File: config.mk
export PLATFORM = sky130hd
export DESIGN_NAME = serial_addsub
export DESIGN_NICKNAME = d
export VERILOG_FILES = /design/src/rtl/serial_addsub_pkg.sv /design/src/rtl/serial_bit_cell.sv /design/src/rtl/serial_addsub.sv
export SDC_FILE = /design/constraint.sdc
export NUM_CORES = 1
export LEC_CHECK = 0
export ABC_AREA = 1
export BUFFER_PORTS_ARGS = -buffer_cell sky130_fd_sc_hd__buf_4
export CORE_UTILIZATION = 55
export CTS_BUF_LIST = sky130_fd_sc_hd__clkbuf_4
export DETAILED_ROUTE_END_ITERATION = 16
export GPL_TIMING_DRIVEN = 0
export PLACE_DENSITY = 0.91
export SETUP_SLACK_MARGIN = 0.15
export SYNTH_ARGS = -nofsm -noshare
export SYNTH_HDL_FRONTEND = slang
export SYNTH_HIERARCHICAL = 1
export SYNTH_SLANG_ARGS = --single-unit
File: constraint.sdc
create_clock -name clk -period 1.2 [get_ports clk]
set_input_delay 0.18 -clock clk [delete_from_list [all_inputs] [get_ports clk]]
set_output_delay 0.18 -clock clk [all_outputs]
set_load 0.01 [all_outputs]
File: src/rtl/serial_addsub_pkg.sv
// Shared definitions for the bit-serial adder/subtractor: FSM state
// encoding and the add/subtract mode constants.
package serial_addsub_pkg;

    // State codes kept as plain constants so older code can still compare against them.
    localparam logic [1:0] ST_IDLE = 2'd0;
    localparam logic [1:0] ST_RUN  = 2'd1;
    localparam logic [1:0] ST_DONE = 2'd2;

    typedef enum logic [1:0] {
        IDLE = ST_IDLE,
        RUN  = ST_RUN,
        DONE = ST_DONE
    } state_e;

    localparam logic MODE_ADD = 1'b0;
    localparam logic MODE_SUB = 1'b1;

endpackage : serial_addsub_pkg

File: src/rtl/serial_bit_cell.sv
// One-bit add/subtract cell. In subtract mode cin/cout carry the borrow,
// so the chain computes A - B with an initial borrow of zero.
module serial_bit_cell
    import serial_addsub_pkg::*;
(
    input  logic a,
    input  logic b,
    input  logic cin,
    input  logic mode,
    output logic s,
    output logic cout
);

    // Sum bit is the same for add and subtract; only the carry/borrow rule differs.
    always_comb begin
        s = a ^ b ^ cin;
        if (mode == MODE_SUB) begin
            cout = (~a & b) | (~a & cin) | (b & cin);
        end else begin
            cout = (a & b) | (a & cin) | (b & cin);
        end
    end

endmodule : serial_bit_cell

File: src/rtl/serial_addsub.sv
// Bit-serial WIDTH-bit adder/subtractor controller. Operands are latched
// on an accepted start and fed LSB first through a single serial_bit_cell;
// the result word is assembled by shifting sums in at the MSB.
// Optional feature macro: SERIAL_ADDSUB_OVF_EN enables the signed overflow
// flag; without it the ovf port is tied low.
module serial_addsub
    import serial_addsub_pkg::*;
#(
    parameter int WIDTH = 8
) (
    input  logic             clk,
    input  logic             rst,
    input  logic             start,
    input  logic             mode,
    input  logic [WIDTH-1:0] a,
    input  logic [WIDTH-1:0] b,
    output logic             busy,
    output logic             done,
    output logic [WIDTH-1:0] result,
    output logic             carry,
    output logic             ovf
);

    localparam int CNT_W = $clog2(WIDTH);
    localparam logic [CNT_W-1:0] LAST_BIT = CNT_W'(WIDTH - 1);

    state_e           state_reg;
    state_e           state_next;
    logic [WIDTH-1:0] a_reg;
    logic [WIDTH-1:0] b_reg;
    logic [WIDTH-1:0] result_reg;
    logic [CNT_W-1:0] cnt_reg;
    logic             mode_reg;
    logic             carry_reg;
    logic             cell_s;
    logic             cell_cout;
    logic             last_bit;

    assign last_bit = (state_reg == RUN) && (cnt_reg == LAST_BIT);

    serial_bit_cell u_cell (
        .a    (a_reg[0]),
        .b    (b_reg[0]),
        .cin  (carry_reg),
        .mode (mode_reg),
        .s    (cell_s),
        .cout (cell_cout)
    );

    // Next-state logic: start is only looked at in IDLE, DONE lasts one cycle.
    always_comb begin
        state_next = state_reg;
        case (state_reg)
            IDLE:    if (start) state_next = RUN;
            RUN:     if (last_bit) state_next = DONE;
            DONE:    state_next = IDLE;
            default: state_next = IDLE;
        endcase
    end

    // State, operand shifters, bit counter, carry and result assembly.
    always_ff @(posedge clk) begin
        if (rst) begin
            state_reg  <= IDLE;
            a_reg      <= '0;
            b_reg      <= '0;
            result_reg <= '0;
            cnt_reg    <= '0;
            mode_reg   <= MODE_ADD;
            carry_reg  <= 1'b0;
        end else begin
            state_reg <= state_next;
            case (state_reg)
                IDLE: begin
                    if (start) begin
                        a_reg      <= a;
                        b_reg      <= b;
                        mode_reg   <= mode;
                        result_reg <= '0;
                        cnt_reg    <= '0;
                        carry_reg  <= 1'b0;
                    end
                end
                RUN: begin
                    a_reg      <= a_reg >> 1;
                    b_reg      <= b_reg >> 1;
                    result_reg <= {cell_s, result_reg[WIDTH-1:1]};
                    carry_reg  <= cell_cout;
                    // Counter parks on the last bit index rather than wrapping.
                    if (!last_bit) begin
                        cnt_reg <= cnt_reg + 1'b1;
                    end
                end
                default: begin
                end
            endcase
        end
    end

`ifdef SERIAL_ADDSUB_OVF_EN
    logic a_msb_reg;
    logic b_msb_reg;
    logic ovf_reg;

    // Capture operand sign bits at accept and judge overflow on the final bit.
    always_ff @(posedge clk) begin
        if (rst) begin
            a_msb_reg <= 1'b0;
            b_msb_reg <= 1'b0;
            ovf_reg   <= 1'b0;
        end else if (state_reg == IDLE && start) begin
            a_msb_reg <= a[WIDTH-1];
            b_msb_reg <= b[WIDTH-1];
            ovf_reg   <= 1'b0;
        end else if (last_bit) begin
            if (mode_reg == MODE_SUB) begin
                ovf_reg <= (a_msb_reg != b_msb_reg) && (cell_s != a_msb_reg);
            end else begin
                ovf_reg <= (a_msb_reg == b_msb_reg) && (cell_s != a_msb_reg);
            end
        end
    end

    assign ovf = ovf_reg;
`else
    assign ovf = 1'b0;
`endif

    assign busy   = (state_reg != IDLE);
    assign done   = (state_reg == DONE);
    assign result = result_reg;
    assign carry  = carry_reg;

endmodule : serial_addsub
==> results.txt <==
Power per cell area -> 1030 nW/um^2
Sequential fraction of design power -> 50.6%
Starting Density -> 60.4%
Crit. End Element -> flip-flop
Combinational power share -> 24.0%
Full die area -> 3060 sq um
Avg Inst Size Synth -> 6.41 sq um
Placer congestion estimate -> 0.788
Final hold violations -> 0
Reg area -> 639 sq um
Outcome -> complete, but fails checks
Worst-margin pin slew -> 0.590 ns
Max transition margin -> 60.7%
Fmax achieved -> 0.769 GHz
Top post-synthesis cells by area -> dfxtp_1 40%, nand2_1 25%, nor2_1 9.6%, inv_1 5.8%, a21oi_1 4.2%
Post-synth top area share -> 39.7%
Total gr overflow -> 0
VDD IR max -> 0.00106 V
Die Wd -> 55.3 um
Req. time, crit path -> 1.43 ns
Largest area contributor in the netlist -> dfxtp_1
Worst Hold Depth -> 2
Sequential share of the synthesized area -> 39.7%
Vias in the first global route -> 1372
Core area -> 2590 sq um
Hold_buf cts -> 0
Reg2Reg Launch Point -> state_reg[0]
Initial drt markers -> 130
Sink Count -> 31
Gr usage total -> 25.7%
Critical-path maximum fanout -> 6
Commonest non-fill, non-tap cell in the layout -> nand2_1
Worst-Skew Late Latency -> 0.34 ns
Clock skew -> 0.0105 ns
Row count -> 18
Critical path startpoint category -> flip-flop
Clock network fraction of total power -> 25.3%
RR Endpoint -> a_reg[2]
Pre-antenna DRT Iters -> 8
Final HPWL DP -> 2330 um
H-tree Lvls -> 2
Layout Nets -> 317
HP Class -> in -> reg
CTS tree -> yes
Footprint of the multi-input gates -> 876 sq um
DRC -> 0
Fin Hold WS -> 0.0693 ns
Hold path endpoint -> result[0]
Yosys cell types -> 20
Pleak -> 1.05 nW
Tmin final -> 1.30 ns
Final period util -> 108%
Worst reg-to-reg path cell count -> 8
Failing checks -> negative setup slack
Syn_nets -> 268
Syn Std Cell Area -> 1560 sq um
Switching share of power -> 30.9%
First-pass GRT wire length -> 6170 um
Most frequent cells in the layout -> 95 x nand2_1, 39 x nor2_1, 34 x buf_4, 22 x inv_1, 20 x dfxtp_1
Critical path class -> reg -> reg
Largest net degree at the start of global routing -> 11
RSZ-0062 raised after global routing -> yes
Final TNS setup -> -0.949 ns
Ports -> 32
IO Port Bufs -> 30
Drt total wl -> 4700 um
Yosys warning count -> 6
Wirelength per Cell -> 14.6 um
Post-DRT Antenna Nets -> 0
Via/cell ratio -> 5.33
Final setup violation count -> 22
Fillers -> 153
Worst-path clk slew -> 0.09 ns
Vias -> 1722
P_sw -> 0.692 mW
Layout cell share with drive strength beyond 1 -> 34.1%
Pins Over Slew Limit -> 0
Area grow syn2layout -> 39.2%
Clock Path Buffers -> 2
R2R setup slack -> -0.10 ns
P_int -> 1.54 mW
Die height -> 55.3 um
Max-cap violations -> 0
CTS root buffer -> clkbuf_4
Num CTS Buffers -> 5
Post-Syn Instances -> 244
Worst path arrival time -> 1.53 ns
Yosys reg bits -> 31
Final WS setup -> -0.100 ns
Diodes inserted -> 0
Hold_sp -> rst
Initial antenna violation count -> 0
==> repair_timing <==
item,in CTS,in global routing
setup buffers,6,3
gates resized for setup,23,27
pin swaps,18,10
endpoints found under the setup margin,33,38
gates cloned,2,1
==> Yosys cell counts <==
library cell and count:
a21oi_1 13, buf_4 6, buf_6 2, buf_8 1, clkbuf_1 2, clkinv_1 1, conb_1 1, dfxtp_1 31
ha_1 4, inv_1 24, inv_2 2, nand2_1 105, nand2_4 1, nand3_1 6, nor2_1 40, nor2_2 1
nor2_4 1, nor3_1 1, o21ai_4 1, xnor2_1 1
==> how the worst max path moves through the flow <==
stage,from,to,slack (ns)
finish,state_reg[0],a_reg[2],-0.10
global route,state_reg[0],a_reg[0],-0.13
CTS,state_reg[0],busy,-0.03
detailed placement,a_reg[0],result[7],0.04
global placement,state_reg[0],a_reg[6],0.05
floorplan,cnt_reg[1],cnt_reg[1],0.14
==> kinds of logic after synthesis <==
| group | after synthesis | share of synthesized area (%) |
|---|---|---|
| other cells | 1 | 0.240 |
| xor+xnor | 1 | 0.560 |
| simple gates | 155 | 38.9 |
| fa+ha+maj | 4 | 3.20 |
| compound gates | 14 | 5.20 |
| buf+inv | 38 | 12.2 |
| flops | 31 | 39.7 |
==> worst max-delay path, stage by stage (launching register included) <==
cell     delay [ns]
dfxtp_2        0.32
buf_6          0.13
buf_12         0.12
o21ai_4        0.20
buf_6          0.19
buf_6          0.10
nand2_2        0.03
nand2_1        0.06
nor2_1         0.05
==> layer usage <==
layer  share of wire (%)  up-vias  wire, um  track usage (%)
met1                  40      790      1890             31.0
li1                    -      820         -                -
met3                 7.5       19       351             8.43
met4                 2.8        0       133             10.0
met5                   0        -         0                0
met2                  49       93      2320             42.0
==> stage by stage <==
stage                     std cells  power (mW)  area [sq um]  setup slack, ns  utilization [%]
after CTS                       319        2.15          2030          -0.0296             78.6
after floorplan                 244        1.43          1600            0.136                -
final                           323        2.24          2180           -0.100             84.1
after global routing            323        2.34          2180           -0.134             84.1
after global placement          304        1.54          1860           0.0538             71.8
after detailed placement        304        1.56          1860           0.0355             71.8
==> cell type report <==
type                            instances  area share [%]
Clock buffer                            5            1.72
Buffer                                 11            4.83
Inverter                               27            4.77
Multi-Input combinational cell        175            40.2
Sequential cell                        31            29.4
Timing Repair Buffer                   42            17.0
Clock inverter                          2           0.402
Tap cell                               30            1.72
==> power by group through the flow <==
stage / sequential [mW] / combinational [mW] / clock, mW
floorplan: 1.15 / 0.284 / 0
global placement: 1.15 / 0.393 / 0
detailed placement: 1.15 / 0.403 / 0
CTS: 1.12 / 0.462 / 0.559
global route: 1.14 / 0.587 / 0.620
finish: 1.13 / 0.537 / 0.567
Note: power is estimated with default switching activity, not from simulation.
